## src/rtl/alu_arbiter_if.sv

```systemverilog
// Request/response bundle between two ALU clients, the arbiter and the
// response consumer. The master side is the client/consumer environment;
// the slave side is the arbiter.
interface alu_arbiter_if #(
  parameter int WIDTH = 32
);
  logic             req0_valid;
  logic             req0_ready;
  logic [WIDTH-1:0] req0_a;
  logic [WIDTH-1:0] req0_b;
  logic [2:0]       req0_op;

  logic             req1_valid;
  logic             req1_ready;
  logic [WIDTH-1:0] req1_a;
  logic [WIDTH-1:0] req1_b;
  logic [2:0]       req1_op;

  logic             rsp_valid;
  logic             rsp_ready;
  logic [WIDTH-1:0] rsp_result;
  logic             rsp_id;
  logic             rsp_err;

  logic             busy;

  modport master (
    output req0_valid, req0_a, req0_b, req0_op,
    input  req0_ready,
    output req1_valid, req1_a, req1_b, req1_op,
    input  req1_ready,
    input  rsp_valid, rsp_result, rsp_id, rsp_err,
    output rsp_ready,
    input  busy
  );

  modport slave (
    input  req0_valid, req0_a, req0_b, req0_op,
    output req0_ready,
    input  req1_valid, req1_a, req1_b, req1_op,
    output req1_ready,
    output rsp_valid, rsp_result, rsp_id, rsp_err,
    input  rsp_ready,
    output busy
  );
endinterface

```

## src/rtl/alu_arbiter.sv

```systemverilog
// Round-robin arbiter and sequencer in front of a shared combinational ALU.
// One operation is in flight at a time: IDLE accepts, EXEC evaluates the
// registered operands, RESP holds the result until the consumer takes it.

// Combinational 32-bit style ALU (ADD, SUB, AND, OR, XOR, SLL).
module alu #(
  parameter int WIDTH = 32
) (
  input  logic [WIDTH-1:0] a,
  input  logic [WIDTH-1:0] b,
  input  logic [2:0]       alu_control,
  output logic [WIDTH-1:0] result
);
  // Operation decode; unused codes return zero.
  always_comb begin
    result = '0;
    case (alu_control)
      3'b000:  result = a + b;
      3'b001:  result = a - b;
      3'b010:  result = a & b;
      3'b011:  result = a | b;
      3'b100:  result = a ^ b;
      3'b101:  result = a << b[4:0];
      default: result = '0;
    endcase
  end
endmodule

module alu_arbiter #(
  parameter int WIDTH = 32
) (
  input  logic         clk,
  input  logic         rst_n,
  alu_arbiter_if.slave bus
);
  typedef enum logic [1:0] {
    IDLE = 2'd0,
    EXEC = 2'd1,
    RESP = 2'd2
  } state_t;

  state_t           state_q, state_d;
  logic             last_grant_q, last_grant_d;
  logic [WIDTH-1:0] a_q, a_d;
  logic [WIDTH-1:0] b_q, b_d;
  logic [2:0]       op_q, op_d;
  logic             id_q, id_d;
  logic             rsp_valid_q, rsp_valid_d;
  logic [WIDTH-1:0] rsp_result_q, rsp_result_d;
  logic             rsp_id_q, rsp_id_d;
  logic             rsp_err_q, rsp_err_d;

  logic             grant0;
  logic             grant1;
  logic             op_illegal;
  logic [WIDTH-1:0] alu_result;

  alu #(.WIDTH(WIDTH)) u_alu (
    .a           (a_q),
    .b           (b_q),
    .alu_control (op_q),
    .result      (alu_result)
  );

  // Codes 110 and 111 have no ALU meaning and are reported as errors.
  assign op_illegal = op_q[2] & op_q[1];

  // Grant only in IDLE and never while reset is held, so ready reads 0 in
  // reset; on a tie the requester that did not win last time goes first.
  always_comb begin
    grant0 = 1'b0;
    grant1 = 1'b0;
    if ((state_q == IDLE) && rst_n) begin
      grant0 = bus.req0_valid && (!bus.req1_valid || last_grant_q);
      grant1 = bus.req1_valid && (!bus.req0_valid || !last_grant_q);
    end
  end

  // Next-state and datapath register updates for the accept/exec/respond loop.
  always_comb begin
    state_d      = state_q;
    last_grant_d = last_grant_q;
    a_d          = a_q;
    b_d          = b_q;
    op_d         = op_q;
    id_d         = id_q;
    rsp_valid_d  = rsp_valid_q;
    rsp_result_d = rsp_result_q;
    rsp_id_d     = rsp_id_q;
    rsp_err_d    = rsp_err_q;
    case (state_q)
      IDLE: begin
        if (grant0 || grant1) begin
          a_d          = grant1 ? bus.req1_a  : bus.req0_a;
          b_d          = grant1 ? bus.req1_b  : bus.req0_b;
          op_d         = grant1 ? bus.req1_op : bus.req0_op;
          id_d         = grant1;
          last_grant_d = grant1;
          state_d      = EXEC;
        end
      end
      EXEC: begin
        rsp_result_d = op_illegal ? '0 : alu_result;
        rsp_err_d    = op_illegal;
        rsp_id_d     = id_q;
        rsp_valid_d  = 1'b1;
        state_d      = RESP;
      end
      RESP: begin
        if (bus.rsp_ready) begin
          rsp_valid_d = 1'b0;
          state_d     = IDLE;
        end
      end
      default: state_d = IDLE;
    endcase
  end

  // State and datapath registers; reset drops any in-flight operation.
  always_ff @(posedge clk or negedge rst_n) begin
    if (!rst_n) begin
      state_q      <= IDLE;
      last_grant_q <= 1'b1;
      a_q          <= '0;
      b_q          <= '0;
      op_q         <= '0;
      id_q         <= 1'b0;
      rsp_valid_q  <= 1'b0;
      rsp_result_q <= '0;
      rsp_id_q     <= 1'b0;
      rsp_err_q    <= 1'b0;
    end else begin
      state_q      <= state_d;
      last_grant_q <= last_grant_d;
      a_q          <= a_d;
      b_q          <= b_d;
      op_q         <= op_d;
      id_q         <= id_d;
      rsp_valid_q  <= rsp_valid_d;
      rsp_result_q <= rsp_result_d;
      rsp_id_q     <= rsp_id_d;
      rsp_err_q    <= rsp_err_d;
    end
  end

  assign bus.req0_ready = grant0;
  assign bus.req1_ready = grant1;
  assign bus.rsp_valid  = rsp_valid_q;
  assign bus.rsp_result = rsp_result_q;
  assign bus.rsp_id     = rsp_id_q;
  assign bus.rsp_err    = rsp_err_q;
  assign bus.busy       = (state_q != IDLE);
endmodule

```

## src/flat_wrapper.sv

```systemverilog
// flat-port wrapper written by rule: the top's interface ports become plain ports
module alu_arbiter_flat 
#(
  parameter int WIDTH = 32
)
  (clk, rst_n, bus_req0_valid, bus_req0_a, bus_req0_b, bus_req0_op, bus_req0_ready, bus_req1_valid, bus_req1_a, bus_req1_b, bus_req1_op, bus_req1_ready, bus_rsp_valid, bus_rsp_result, bus_rsp_id, bus_rsp_err, bus_rsp_ready, bus_busy);
  alu_arbiter_if #(.WIDTH(WIDTH)) bus_i ();
  input  logic clk;
  input  logic rst_n;
  input wire logic [$bits(bus_i.req0_valid)-1:0] bus_req0_valid;
  input wire logic [$bits(bus_i.req0_a)-1:0] bus_req0_a;
  input wire logic [$bits(bus_i.req0_b)-1:0] bus_req0_b;
  input wire logic [$bits(bus_i.req0_op)-1:0] bus_req0_op;
  output wire logic [$bits(bus_i.req0_ready)-1:0] bus_req0_ready;
  input wire logic [$bits(bus_i.req1_valid)-1:0] bus_req1_valid;
  input wire logic [$bits(bus_i.req1_a)-1:0] bus_req1_a;
  input wire logic [$bits(bus_i.req1_b)-1:0] bus_req1_b;
  input wire logic [$bits(bus_i.req1_op)-1:0] bus_req1_op;
  output wire logic [$bits(bus_i.req1_ready)-1:0] bus_req1_ready;
  output wire logic [$bits(bus_i.rsp_valid)-1:0] bus_rsp_valid;
  output wire logic [$bits(bus_i.rsp_result)-1:0] bus_rsp_result;
  output wire logic [$bits(bus_i.rsp_id)-1:0] bus_rsp_id;
  output wire logic [$bits(bus_i.rsp_err)-1:0] bus_rsp_err;
  input wire logic [$bits(bus_i.rsp_ready)-1:0] bus_rsp_ready;
  output wire logic [$bits(bus_i.busy)-1:0] bus_busy;
  assign bus_i.req0_valid = bus_req0_valid;
  assign bus_i.req0_a = bus_req0_a;
  assign bus_i.req0_b = bus_req0_b;
  assign bus_i.req0_op = bus_req0_op;
  assign bus_req0_ready = bus_i.req0_ready;
  assign bus_i.req1_valid = bus_req1_valid;
  assign bus_i.req1_a = bus_req1_a;
  assign bus_i.req1_b = bus_req1_b;
  assign bus_i.req1_op = bus_req1_op;
  assign bus_req1_ready = bus_i.req1_ready;
  assign bus_rsp_valid = bus_i.rsp_valid;
  assign bus_rsp_result = bus_i.rsp_result;
  assign bus_rsp_id = bus_i.rsp_id;
  assign bus_rsp_err = bus_i.rsp_err;
  assign bus_i.rsp_ready = bus_rsp_ready;
  assign bus_busy = bus_i.busy;
  alu_arbiter #(.WIDTH(WIDTH)) u_core (.clk(clk), .rst_n(rst_n), .bus(bus_i));
endmodule
```

## config.mk

```make
export PLATFORM = sky130hd
export DESIGN_NAME = alu_arbiter_flat
export DESIGN_NICKNAME = d
export VERILOG_FILES = /design/src/rtl/alu_arbiter_if.sv /design/src/rtl/alu_arbiter.sv /design/src/flat_wrapper.sv
export SDC_FILE = /design/constraint.sdc
export NUM_CORES = 1
export LEC_CHECK = 0
export ABC_CLOCK_PERIOD_IN_PS = 5950
export BUFFER_PORTS_ARGS = -buffer_cell sky130_fd_sc_hd__buf_2
export CORE_ASPECT_RATIO = 0.6
export CORE_MARGIN = 2
export CORE_UTILIZATION = 45
export DETAILED_ROUTE_END_ITERATION = 8
export PLACE_DENSITY = 0.66
export SETUP_SLACK_MARGIN = 0.05
export SYNTH_ARGS = -nofsm -noshare
export SYNTH_HDL_FRONTEND = slang
export SYNTH_SLANG_ARGS = --single-unit
```

## constraint.sdc

```tcl
create_clock -name clk -period 5.95 [get_ports clk]
set_input_delay 0.2975 -clock clk [delete_from_list [all_inputs] [get_ports clk]]
set_output_delay 0.2975 -clock clk [all_outputs]
set_load 0.1 [all_outputs]
```

==> flow_summary.yaml <==
global_routing:
  use_met3_pct: 4.28
  antenna_found_initial: 0
  grt_max_degree: 80
  first_global_vias: 10160
  grtUsageMet1_pct: 44.8
  gr-total-overflow: 0
  gr-usage-met2_pct: 45.7
  busiest_layer: "met2"
  grtUsageTotal_pct: 30.1
  grt_pass1_wl_um: 57400
worst_setup_path:
  crit_cells: 15
  crit_path_max_incr_delay_ns: 0.71
  reg2reg_from: "u_core.b_q[3]$_DFFE_PN0P_"
  cp_slowest_cell: "dfrtp_1"
  cp.arrival_ns: 5.18
  crit_start: "u_core.b_q[3]$_DFFE_PN0P_"
  end_kind: "flip-flop"
  r2r_end: "u_core.bus.rsp_result[31]$_DFFE_PN0P_"
  crit_type: "flip-flop to flip-flop"
  path_delay_family: "simple AND/OR/NAND/NOR gates"
  crit_path_end: "u_core.bus.rsp_result[31]$_DFFE_PN0P_"
  path_max_fanout: 28
  reg2regPathDepth: 15
  worstSetupStartpointType: "flip-flop"
  cp_common_cell: "nand2_1"
  cp.required_ns: 6.22
  path_cells: "nor4_1 -> and2_1 -> nand2_1 -> or4_1 -> o31ai_1 -> xnor2_1 -> ha_1 -> a21o_1 -> a21oi_1 -> nor2b_1 -> a2111oi_0 -> nand2_1 -> o31ai_1 -> o21a_1 -> nand2_1"
  rrSetupSlack_ns: 1.04
  critPathBufInv: 0
floorplanning:
  die_h_um: 122
  core-area_um2: 23000
  initial_core_util_pct: 45.7
  die_x_um: 201
  die_area_um2: 24600
  rows: 43
  ios: 177
timing:
  hold_viol: 0
  relSlewSlack_pct: 35.2
  fin_skew_ns: 0.00752
  min_period_ns: 4.91
  max_freq_ghz: 0.204
  final_max_slew_viol_count: 0
  fin_crit_sh_pct: 82.5
  worst_slew_pin_slew_ns: 0.973
  rsz0062_at_grt: "false"
  setup_violations: 0
  tns_ns: 0
clock_network:
  htree_levels: 3
  cts_tree: "built"
  clk_latency_ns: 0.38
  clock_path_buffers: 2
  cts_buffers: 9
  cts_root_buffer: "clkbuf_16"
  clock-sinks: 106
  ctsHoldBuffers: 1
  path_clk_slew_ns: 0.08
  post-cts-setup-buffers: 0
  post_cts_resize_count: 0
logic_synthesis:
  synthDistinctLibCells: 68
  synth_nets: 1568
  synth_top_area_share_pct: 25.0
  async_flop_share_pct: 100
  syn_area_um2: 10500
  ys_warn_count: 0
  synth_top_area_cell: "dfrtp_1"
  ys.flop_type: "dfrtp_1"
  ys_ff_latch: 106
  synthTopCellsByArea: "dfrtp_1 (25%), ha_1 (12%), nand2_1 (8.0%), mux4_2 (6.7%), nor2_1 (5.0%)"
  synth-seq-area-share_pct: 25.3
  synth_common_cells: "nand2_1 (225), nor2_1 (139), dfrtp_1 (105), ha_1 (97), inv_1 (89)"
  syn-instance-count: 1331
  synth_edf_count: 0
  yosysMostFrequentCell: "nand2_1"
  synth_area_per_cell_um2: 7.88
cells_and_area:
  multi_input_area_um2: 7170
  diodes: 0
  drive_gt1_share_pct: 18.4
  synthToLayoutAreaGrowth_pct: 14.0
  fin_util_pct: 52.1
  final.fill_count: 2302
  ff_latch_area_um2: 2660
  nNetsFinal: 1690
placed_design:
  dp_hpwl_um: 28100
  io_buffers: 176
  gp_congestion: 0.963
detailed_routing:
  drc: 0
  antenna_left: 0
  route.vias.total: 10653
  drt_wl_total_um: 36700
  routed_via_density: 6.01
  avgRoutedWirePerCell_um: 20.7
  drt_first_pass_iters: 7
  initialDrtViolationCount: 1226
flow_run:
  cap_viol_max_count: 0
min_path:
  min_path_type: "input port to flip-flop"
outcome:
  status: "finished, final reports clean"
cells in the final DEF (no fill, tap or decap), types with 9 or more instances in the layout:
cell type	synthesis	layout
xnor2_1	46	46
a22oi_1	9	9
o21ai_0	63	63
nor3_1	13	12
a31oi_1	79	79
buf_2	8	175
a22o_1	9	9
o31ai_1	10	10
o211ai_1	9	9
nand2b_1	9	9
a222oi_1	11	11
ha_1	97	97
a21o_1	28	28
inv_1	89	89
a21oi_1	81	80
nand3_1	16	16
buf_4	2	23
nand2_1	225	225
nor2_1	139	139
a211oi_1	17	17
mux4_2	31	31
dfrtp_1	105	103
mux2i_1	31	31
clkbuf_16	0	9
state kept, by name, indices dropped and copies added, names as in the netlist:
signal / flops
u_core.a_q: 32
u_core.bus.rsp_valid: 1
u_core.state_q: 2
u_core.bus.rsp_result: 32
u_core.id_q: 1
u_core.b_q: 32
u_core.last_grant_q: 1
u_core.bus.rsp_id: 1
u_core.op_q: 3
u_core.bus.rsp_err: 1
tightest hold or removal path: stages:
cell	delay, ns
buf_2	0.09
nand2_1	0.05
a31oi_1	0.07
cell type report:
type                       count  area share, %
multi-input combinational   1047           59.9
sequential                   106           22.2
timing repair buffer         199           8.85
tap                          315           3.29
inverter                      90           2.82
clock buffer                   9           1.88
clock inverter                 7           1.04
how the worst min path moves through the flow:
stage	from	end	slack (ns)	cells past startpoint
finish	bus_req0_b[22]	u_core.b_q[22]$_DFFE_PN0P_	0.16	3
CTS	bus_req0_b[22]	u_core.b_q[22]$_DFFE_PN0P_	0.16	3
global placement	rst_n	u_core.b_q[19]$_DFFE_PN0P_	0.38	1
detailed placement	rst_n	u_core.b_q[19]$_DFFE_PN0P_	0.38	1
floorplan	rst_n	u_core.a_q[0]$_DFFE_PN0P_	0.002	0
global route	bus_req0_a[11]	u_core.a_q[11]$_DFFE_PN0P_	0.18	3
per-stage QoR:
step	std cells	hold WS, ns	instance area, um^2	worst slack [ns]
final	1773	0.165	12000	1.04
after global routing	1773	0.177	12000	0.686
after CTS	1773	0.159	12000	1.18
after detailed placement	1756	0.379	11600	1.20
after global placement	1756	0.377	11600	1.36
after floorplan	1331	0.00191	10500	1.63
cell families after synthesis:
logic type,count (synthesis),share of synthesized area (%)
AOI/OAI and AO/OA,386,24.1
xor gates and xnor gates,50,4.17
adders and majority gates,98,11.8
buffers and inverters,178,6.68
DFF,106,25.3
muxes,70,10.5
and+or+nand+nor,443,17.5
layer usage:
| layer | part of all wire, % | vias to the layer above |
|---|---|---|
| li1 | - | 5015 |
| met1 | 49 | 5152 |
| met2 | 43 | 438 |
| met3 | 6.4 | 48 |
| met4 | 2.1 | 0 |
| met5 | 0 | - |
Power is left out: the tool's default activity adds up to more than one toggle a clock period on the data nets, which glitch-free logic cannot reach.
